==> config.mk <==
export PLATFORM = sky130hd
export DESIGN_NAME = flow_led_multi
export DESIGN_NICKNAME = d
export VERILOG_FILES = /design/src/rtl/flow_led_multi.sv
export SDC_FILE = /design/constraint.sdc
export NUM_CORES = 1
export LEC_CHECK = 0
export BUFFER_PORTS_ARGS = -buffer_cell sky130_fd_sc_hd__buf_2
export CELL_PAD_IN_SITES_DETAIL_PLACEMENT = 1
export CELL_PAD_IN_SITES_GLOBAL_PLACEMENT = 1
export CORE_ASPECT_RATIO = 2
export CORE_MARGIN = 1.5
export CORE_UTILIZATION = 43
export DETAILED_ROUTE_END_ITERATION = 16
export PLACE_DENSITY_LB_ADDON = 0.1
export SYNTH_ARGS = -nofsm -noshare
export SYNTH_HDL_FRONTEND = slang
export SYNTH_SLANG_ARGS = --single-unit
==> constraint.sdc <==
create_clock -name sys_clk -period 1.7 [get_ports sys_clk]
set_clock_uncertainty 0.15 [all_clocks]
set_input_delay 0.085 -clock sys_clk [delete_from_list [all_inputs] [get_ports sys_clk]]
set_output_delay 0.085 -clock sys_clk [all_outputs]
set_load 0.02 [all_outputs]
==> src/rtl/flow_led_multi.sv <==
// flow_led_multi: running-light controller for LED_NUM board LEDs.
// A prescaler produces one step every CNT_MAX clocks. On each step the pattern
// either reloads (mode changed) or advances in the selected mode: rotate left,
// rotate right, ping-pong or blink-all.
// Optional feature macro: FLOW_LED_PWM_EN adds a duty input and PWM brightness gating.
module flow_led_multi #(
   parameter int LED_NUM = 4,
   parameter int CNT_MAX = 10_000_000,
   parameter int CNT_W   = 24,
   parameter int PWM_W   = 4
) (
   input  logic               sys_clk,
   input  logic               sys_rst_n,
   input  logic [1:0]         mode,
   input  logic               pause,
`ifdef FLOW_LED_PWM_EN
   input  logic [PWM_W-1:0]   duty,
`endif
   output logic [LED_NUM-1:0] led,
   output logic               step_pulse
);

   localparam logic [CNT_W-1:0]   CNT_LAST = CNT_W'(CNT_MAX - 1);
   localparam logic [CNT_W-1:0]   CNT_ONE  = CNT_W'(1);
   localparam logic [LED_NUM-1:0] PAT_LSB  = LED_NUM'(1);
   localparam logic [LED_NUM-1:0] PAT_MSB  = PAT_LSB << (LED_NUM - 1);
   localparam logic [LED_NUM-1:0] PAT_ONES = '1;

   localparam logic [1:0] MODE_ROTL  = 2'b00;
   localparam logic [1:0] MODE_ROTR  = 2'b01;
   localparam logic [1:0] MODE_PING  = 2'b10;
   localparam logic [1:0] MODE_BLINK = 2'b11;

   logic [CNT_W-1:0]   cnt;
   logic [LED_NUM-1:0] pat;
   logic [LED_NUM-1:0] pat_next;
   logic [1:0]         mode_q;
   logic               dir;       // 0 = up (shifting left), 1 = down
   logic               dir_next;
   logic               step;
   logic               one_hot;

   // Starting pattern for each mode; also used to recover from a corrupted pattern.
   function automatic logic [LED_NUM-1:0] init_pat(input logic [1:0] m);
      case (m)
         MODE_ROTR:  init_pat = PAT_MSB;
         MODE_BLINK: init_pat = PAT_ONES;
         default:    init_pat = PAT_LSB;
      endcase
   endfunction

   assign step    = !pause && (cnt == CNT_LAST);
   assign one_hot = (pat != '0) && ((pat & (pat - PAT_LSB)) == '0);

   // Prescaler: holds while paused, wraps on the step edge.
   always_ff @(posedge sys_clk or negedge sys_rst_n) begin
      if (!sys_rst_n) begin
         cnt <= '0;
      end else if (!pause) begin
         if (cnt == CNT_LAST) cnt <= '0;
         else                 cnt <= cnt + CNT_ONE;
      end
   end

   // Next pattern/direction, applied only on a step edge.
   always_comb begin
      pat_next = pat;
      dir_next = dir;
      if (mode != mode_q) begin
         pat_next = init_pat(mode);
         dir_next = 1'b0;
      end else if (mode_q != MODE_BLINK && !one_hot) begin
         pat_next = init_pat(mode_q);
         dir_next = 1'b0;
      end else begin
         case (mode_q)
            MODE_ROTL: pat_next = {pat[LED_NUM-2:0], pat[LED_NUM-1]};
            MODE_ROTR: pat_next = {pat[0], pat[LED_NUM-1:1]};
            MODE_PING: begin
               // Turn around as soon as an end LED lights, so ends are never repeated.
               if (!dir) begin
                  pat_next = pat << 1;
                  dir_next = pat_next[LED_NUM-1];
               end else begin
                  pat_next = pat >> 1;
                  dir_next = !pat_next[0];
               end
            end
            default:   pat_next = ~pat;
         endcase
      end
   end

   // Pattern, direction and sampled mode update only on step edges.
   always_ff @(posedge sys_clk or negedge sys_rst_n) begin
      if (!sys_rst_n) begin
         pat    <= PAT_LSB;
         dir    <= 1'b0;
         mode_q <= MODE_ROTL;
      end else if (step) begin
         pat    <= pat_next;
         dir    <= dir_next;
         mode_q <= mode;
      end
   end

   // Strobe is registered so it coincides with the first cycle of the new pattern.
   always_ff @(posedge sys_clk or negedge sys_rst_n) begin
      if (!sys_rst_n) step_pulse <= 1'b0;
      else            step_pulse <= step;
   end

`ifdef FLOW_LED_PWM_EN
   logic [PWM_W-1:0] pwm_cnt;
   logic             gate;

   // Free-running brightness counter and registered gate; unaffected by pause.
   always_ff @(posedge sys_clk or negedge sys_rst_n) begin
      if (!sys_rst_n) begin
         pwm_cnt <= '0;
         gate    <= 1'b0;
      end else begin
         pwm_cnt <= pwm_cnt + PWM_W'(1);
         gate    <= (pwm_cnt < duty);
      end
   end

   assign led = pat & {LED_NUM{gate}};
`else
   assign led = pat;
`endif

endmodule
# == Word-level counts from Yosys, hierarchy flattened ==
# Cells that the tools add are included.
# totals
regBits,32
in_bits,5
out_inout_bits,5
word_cells,39
# classes
add_sub_neg,2
eq_ne,8
n_mux,11
n_bitwise,2
n_reduce_logical,11
# op_table
cell,n
$add A24 B1 Y24 const B,1
$eq A24 B24 Y1 const B,1
$mux W24,1
$pmux W4 S2,2
$mux W4,3
$pmux W4 S3,1
$eq A2 B2 Y1 const B,3
$and A4 B4 Y4,1
$eq A2 B1 Y1 const B,2
$logic_not A4 Y1,1
$mux W1,4
$not A4 Y4,1
$reduce_bool A4 Y1,1
$sub A4 B1 Y4 const B,1
$logic_and A1 B1 Y1,3
$logic_not A1 Y1,3
$reduce_bool A3 Y1,1
$logic_not A2 Y1,1
$ne A2 B2 Y1,1
$ne A2 B2 Y1 const B,1
$reduce_and A2 Y1,1

# == Depth between registers and ports, before layout ==
# Gate-level depths: netlist (run 1).
# logic_depth
word_depth,8
mapped_depth,7
mapped_depth_nobuf,6

# == Least setup slack after synthesis (run 1) ==
# OpenSTA, ideal clock, no wires.
# synth_path
kind,register -> register
from,reg cnt[11]
to,reg mode_q[1]
setup_time_ns,0.125
arrival_ns,1.636
required_time_ns,1.425
setup_slack_ns,-0.211
stages_incl_launch_ff,6
path_buffers,1
synth_period_minus_slack_ns,1.911
cell_sequence,dfrtp_1 > buf_6 > nor4_4 > nand3_2 > nor4_4 > mux2_4
# synth_between
elab_chain_len,2
# synth_lines
item,line_no,text
from (decl),34,logic [CNT_W-1:0] cnt;
from (signal assigned),61,else cnt <= cnt + CNT_ONE;
$eq A24 B24 Y1,52,assign step = !pause && (cnt == CNT_LAST);
$logic_and A1 B1 Y1,52,
to (signal assigned),103,mode_q <= mode;
to (decl),37,logic [1:0] mode_q;
# No other way between the ends.
# A chain may end at the register's enable or synchronous reset.

# == Final worst setup path (run 1) ==
# layout_path
from,reg cnt[13]
to,"reg pat[1], in the netlist led[1]"
# layout_between
elab_chain_len,2
# layout_lines
item,line_no,text
$eq A24 B24 Y1,52,
$logic_and A1 B1 Y1,52,
via step,40,logic step;
to (signal assigned),101,pat <= pat_next;
to (decl),35,logic [LED_NUM-1:0] pat;
# The timed path passes the listed nets, and every way through them passes these cells.

==> results of run 1 <==
[final cells by class]
type | instances | area (um2) | share of cell area
flip-flops and latches | 32 | 805 | 0.268
multi-input cells | 156 | 1330 | 0.443
well taps | 54 | 67.6 | 0.0225
inverters | 4 | 15.0 | 0.00500
clock buffers | 8 | 80.1 | 0.0267
repair buffers | 86 | 703 | 0.234
[cell usage in the layout (no fill, tap or decap), types with 7 or more instances in the layout]
cell	n
nand4_1	8
buf_4	58
xor2_1	10
nor2_2	8
buf_6	14
dfrtp_1	29
buf_2	9
xnor2_1	11
nor2_1	11
a21oi_1	7
nand3_1	7
nand2_1	15
[synth_stat cells (all sizes together), types with 2 or more instances]
cell type / count
or3b: 2
and3: 3
inv: 4
nand2: 18
a31oi: 4
a211oi: 2
nor3: 2
dfrtp: 31
nor4: 7
buf: 5
or3: 2
nor2b: 3
mux2: 4
nand3b: 2
nor4b: 2
o21ai: 8
xnor2: 12
nand3: 13
o22a: 2
nand4b: 4
nand2b: 3
a21oi: 8
nor2: 20
clkbuf: 8
xor2: 11
nand4: 8
[power by group]
group	leakage [nW]	internal, mW	switching, mW	total [mW]
logic	0.867	0.299	0.308	0.607
registers	0.418	0.833	0.0923	0.926
clock network	0.0395	0.291	0.289	0.580
total	1.32	1.42	0.689	2.11
[flip-flops by register name (all words and copies together), names as in the netlist]
name,count
cnt,24
led,4
mode_q,2
dir,1
step_pulse,1
[through the flow]
| step | setup slack [ps] | hold WS [ps] | std cells | power (mW) |
|---|---|---|---|---|
| finish | -317 | 55.5 | 340 | 2.11 |
| global route | -355 | 81.7 | 340 | 2.20 |
| CTS | -213 | 37.5 | 327 | 1.97 |
| detailed placement | -509 | -125 | 306 | 1.35 |
| global placement | -386 | -138 | 306 | 1.31 |
| floorplan | -205 | -361 | 205 | 1.12 |
[metal layers]
| metal | global-route usage | up-vias | wire length, um |
|---|---|---|---|
| li1 | - | 895 | - |
| met1 | 0.255 | 1066 | 2840 |
| met2 | 0.610 | 58 | 4840 |
| met3 | 0.0382 | 29 | 166 |
| met4 | 0.146 | 0 | 415 |
| met5 | 0 | - | 0 |
[kinds of logic after synthesis]
| logic type | synth area share |
|---|---|
| compound gates | 0.114 |
| xor+xnor | 0.104 |
| fa+ha+maj | 0.00647 |
| buf+inv | 0.0427 |
| flops | 0.415 |
| mux | 0.0323 |
| simple gates | 0.285 |
[repair_timing]
item | in CTS | in global routing
resized for setup | 34 | 39
endpoints found under the hold margin | 34 | 0
setup endpoints to repair | 27 | 23
hold buffers | 3 | 0
pin swaps | 21 | 21
buffers inserted | 11 | 17
[path summary, 6_finish.rpt]
path / from / to
setup / recovery: cnt[13] / led[1]
hold / removal: pause / cnt[1]
setup reg to reg: cnt[13] / led[1]
hold reg to reg: cnt[4] / cnt[4]
max in group asynchronous: sys_rst_n / led[3]
min in group asynchronous: sys_rst_n / cnt[4]
==> metrics.cfg, run 1 <==
[sta]
fmax_mhz = 496
timing.final.ws_setup_ps = -317
worst_slew_pin_slew_ps = 394
setup_viol = 26
fin_crit_sh = 1.19
finalSetupTns_ps = -4130
max_slew_margin = 0.737
finalCriticalPeriod_ps = 2020
rsz0062_at_grt = true
slew_violations = 0
hold_viol = 0

[routing]
drc_errors = 0
routedWlPerCell_um = 24.3
drt_first_pass_iters = 4
vias = 2048
wl_um = 8270
antenna_left = 0
viasPerCell = 6.02
first_iter_violations = 55

[run_status]
failed_checks = setup timing
outcome = finished with violations

[flow_run]
max_cap_viol_count = 0

[final_layout]
n_antenna_cell = 0
fin_area_um2 = 3000
nets = 291
nFillCells = 456
drive_gt1_frac = 0.517
final_util = 0.691
area_delta_synth_final_pct = 55.1

[grt]
grt_overflow = 0
grt_max_degree = 17
grt_pass1_vias = 2185
antenna_found_initial = 0
groute.usage.overall = 0.297
grt_pass1_wl_um = 10800

[worst_setup_path]
cp-start-kind = flip-flop
crit_fanout = 3
critical_path_buf_inv_count = 1
end_kind = flip-flop
crit_path_max_incr_delay_ps = 420
crit_type = reg2reg
worst_r2r_path_depth = 6
crit_path_top_delay_cell = dfrtp_1
critPathRequiredTime_ps = 1720
arrival_ps = 2030
worst_path_most_repeated_cell = nor4_4
crit_chain = nor4_4, nand3_2, buf_4, nor4_4, nand2_2, o22a_2
crit_family = simple AND/OR/NAND/NOR gates
worst-r2r-setup-slack_ps = -320
cp.depth = 6

[power]
p_leak_nw = 1.32
ir_drop_mv = 0.839
power_density_nw_per_um2 = 704

[synth]
yosysTopAreaCell = dfrtp_1
synth_nets = 211
synth_cell_types = 50
synth-edff-count = 0
synthCells = 205
syn_area_per_cell_um2 = 9.44
ys_top_cells_by_area = dfrtp_1, xnor2_1, xor2_1
synth_ff_type = dfrtp_1
synth_seq_area_share = 0.415
syn_area_um2 = 1930
ys_ff_latch = 32
async_flop_share = 1.00
synth_top_area_frac = 0.401
yosysWarningCount = 0

[clock_network]
clock-sinks = 32
clockRootBuffer = clkbuf_8
h-tree-depth = 2
cts_tree = built
ctsLongestPathBuffers = 2
insertion_delay_ps = 290
cts_buffers = 5
clk_pin_slew_worst_paths_ps = 70

[placement]
dp_hpwl_um = 4690
port-buffer-count = 9
routabilityCongestion = 0.835
place_area_um2 = 2380

[die]
io_pins = 10
start_util = 0.446
rows = 34
die_w_um = 50.4
core_area_um2 = 4340
fp.dieArea_um2 = 4930
dieHeight_um = 97.9

[min_path]
hp-class = in2reg
min_path_cells = 2

(Power assumes the default switching activity.)
==> inputs of run 2 (changes only) <==
RECOVER_POWER = 50   (was unset)
==> run 2 against run 1 <==
Maximum frequency about the same. Combinational power hardly changed. Wire length decreased by 0.11%. Critical path depth stayed put. Sequential share of layout area increased by 0.056 points. Clock power is essentially flat. Die area did not move. Global-route usage is the same. Final cell count unchanged. Via count is 0.24% higher. The run still ends with setup timing left.
==> metrics.cfg, run 2 (synthesized netlist as in run 1, its figures left out) <==
[clock_network]
h-tree-depth = 2  ; unchanged
clockRootBuffer = clkbuf_8
insertion_delay_ps = 290  ; about the same
clock-sinks = 32  ; unchanged
clk_pin_slew_worst_paths_ps = 70  ; about the same
cts_tree = built
cts_buffers = 5  ; unchanged
ctsLongestPathBuffers = 2  ; unchanged

[sta]
max_slew_margin = 0.381  ; -0.356
slew_violations = 0  ; unchanged
fmax_mhz = 496  ; about the same
setup_viol = 26  ; unchanged
finalSetupTns_ps = -4120  ; +11.1 ps
timing.final.ws_setup_ps = -317  ; -0.0820 ps
worst_slew_pin_slew_ps = 928  ; +534 ps
finalCriticalPeriod_ps = 2020  ; +0.0820 ps
rsz0062_at_grt = true
fin_crit_sh = 1.19  ; about the same
hold_viol = 0  ; unchanged

[min_path]
min_path_cells = 2  ; unchanged
hp-class = in2reg
min_to = cnt[1]
worstHoldStart = pause

[die]
start_util = 0.446  ; unchanged
core_area_um2 = 4340  ; unchanged
fp.dieArea_um2 = 4930  ; unchanged
dieHeight_um = 97.9  ; unchanged
io_pins = 10  ; unchanged
die_w_um = 50.4  ; unchanged
rows = 34  ; unchanged

[routing]
antenna_left = 0  ; unchanged
viasPerCell = 6.04  ; +0.24%
drt_first_pass_iters = 4  ; unchanged
route.met3.wl_um = 170  ; +2.4%
wl_met2_um = 4850  ; +0.14%
drc_errors = 0  ; unchanged
routedWlPerCell_um = 24.3  ; -0.11%
vias = 2053  ; +0.24%
met1Wirelength_um = 2820  ; -0.70%
first_iter_violations = 56  ; +1.8%
maxUsedRoutingLayer = met4
wl_um = 8260  ; -0.11%

[final_layout]
final_common_cell = buf_4
drive_gt1_frac = 0.514  ; -0.00350
nets = 291  ; unchanged
n_antenna_cell = 0  ; unchanged
largest_register_ffs = 24  ; unchanged
final_cell_mix = buf_4, dfrtp_1, nand2_1, buf_6
area_delta_synth_final_pct = 54.8
largest_register = cnt

[grt]
grt_max_degree = 17  ; unchanged
groute.usage.overall = 0.297  ; unchanged
grt_overflow = 0  ; unchanged
grt_pass1_wl_um = 10800  ; unchanged
antenna_found_initial = 0  ; unchanged
grt_pass1_vias = 2185  ; unchanged

[placement]
dp_hpwl_um = 4690  ; unchanged
place_ws_ps = -509  ; unchanged
port-buffer-count = 9  ; unchanged
routabilityCongestion = 0.835  ; unchanged

[worst_setup_path]
cp-start-kind = flip-flop
r2r_start = cnt[13]
crit_type = reg2reg
worst-r2r-setup-slack_ps = -320  ; about the same
critPathRequiredTime_ps = 1720  ; about the same
arrival_ps = 2030  ; about the same
crit_fanout = 3  ; unchanged
end_kind = flip-flop
worst_r2r_path_depth = 6  ; unchanged
r2r_end = led[1]

[power]
switching_share = 0.325  ; -0.000822
switching_power_uw = 686  ; -0.50%
ir_drop_mv = 0.833  ; -0.69%
pwr-share-clk = 0.274  ; about the same
seqPwrFrac = 0.439  ; about the same
power_frac_comb = 0.287  ; about the same
p_leak_nw = 1.32  ; -0.31%
power_density_nw_per_um2 = 704  ; about the same
p_int_mw = 1.42  ; -0.12%

[run_status]
failed_checks = setup timing
outcome = finished with violations

[flow_run]
max_cap_viol_count = 0  ; unchanged

-- run 2: changes by cell type in the layout (fill, tap and decap cells not counted), sizes merged --
| cell | delta |
|---|---|
| buf | -3 |
| clkbuf | +3 |
-- run 2: routing by layer --
layer	vias to the layer above	GRT usage
li1	895	-
met1	1072	0.255
met2	57	0.610
met3	29	0.0382
met4	0	0.146
met5	-	0
-- run 2: worst max path at each step --
stage	endpoint	cells after the start	from
after floorplan	mode_q[1]	4	cnt[13]
after global placement	led[1]	5	cnt[17]
after detailed placement	led[1]	5	cnt[17]
after CTS	mode_q[1]	5	cnt[11]
after global routing	mode_q[0]	7	cnt[16]
final	led[1]	6	cnt[13]
-- run 2: final cells by class --
type                            instances  area [um2]
Tap cell                               54        67.6
Multi-Input combinational cell        156        1330
Fill cell                             458        1350
Inverter                                4        15.0
Timing Repair Buffer                   86         697
Sequential cell                        32         805
Clock buffer                            8        80.1
-- run 2: through the flow --
stage / std cells / utilization / hold slack, ps / power (mW) / cell area (um2)
after global routing: 340 / 0.690 / 81.7 / 2.20 / 2990
after floorplan: 205 / - / -361 / 1.12 / 1960
after detailed placement: 306 / 0.548 / -125 / 1.35 / 2380
final: 340 / 0.690 / 55.5 / 2.11 / 2990
after global placement: 306 / 0.548 / -138 / 1.31 / 2380
after CTS: 327 / 0.627 / 37.5 / 1.97 / 2720
-- run 2: power groups by stage --
| stage | Clock [mW] | Sequential (mW) | Combinational, mW |
|---|---|---|---|
| after floorplan | 0 | 0.917 | 0.203 |
| after global placement | 0 | 0.900 | 0.407 |
| after detailed placement | 0 | 0.910 | 0.436 |
| after CTS | 0.567 | 0.898 | 0.507 |
| after global routing | 0.618 | 0.931 | 0.649 |
| final | 0.578 | 0.925 | 0.604 |
-- run 2: what timing repair did --
item	4_1_cts	5_1_grt
resized for setup	34	39
hold buffers	3	0
buffers inserted	11	17
pin swaps	21	21
endpoints found under the hold margin	34	0
endpoints found under the setup margin	27	23
-- run 2: critical path, stage by stage (launching register included) --
cell,delay (ps)
dfrtp_1,420
nor4_4,300
nand3_2,170
buf_4,180
nor4_4,340
nand2_2,130
o22a_2,210
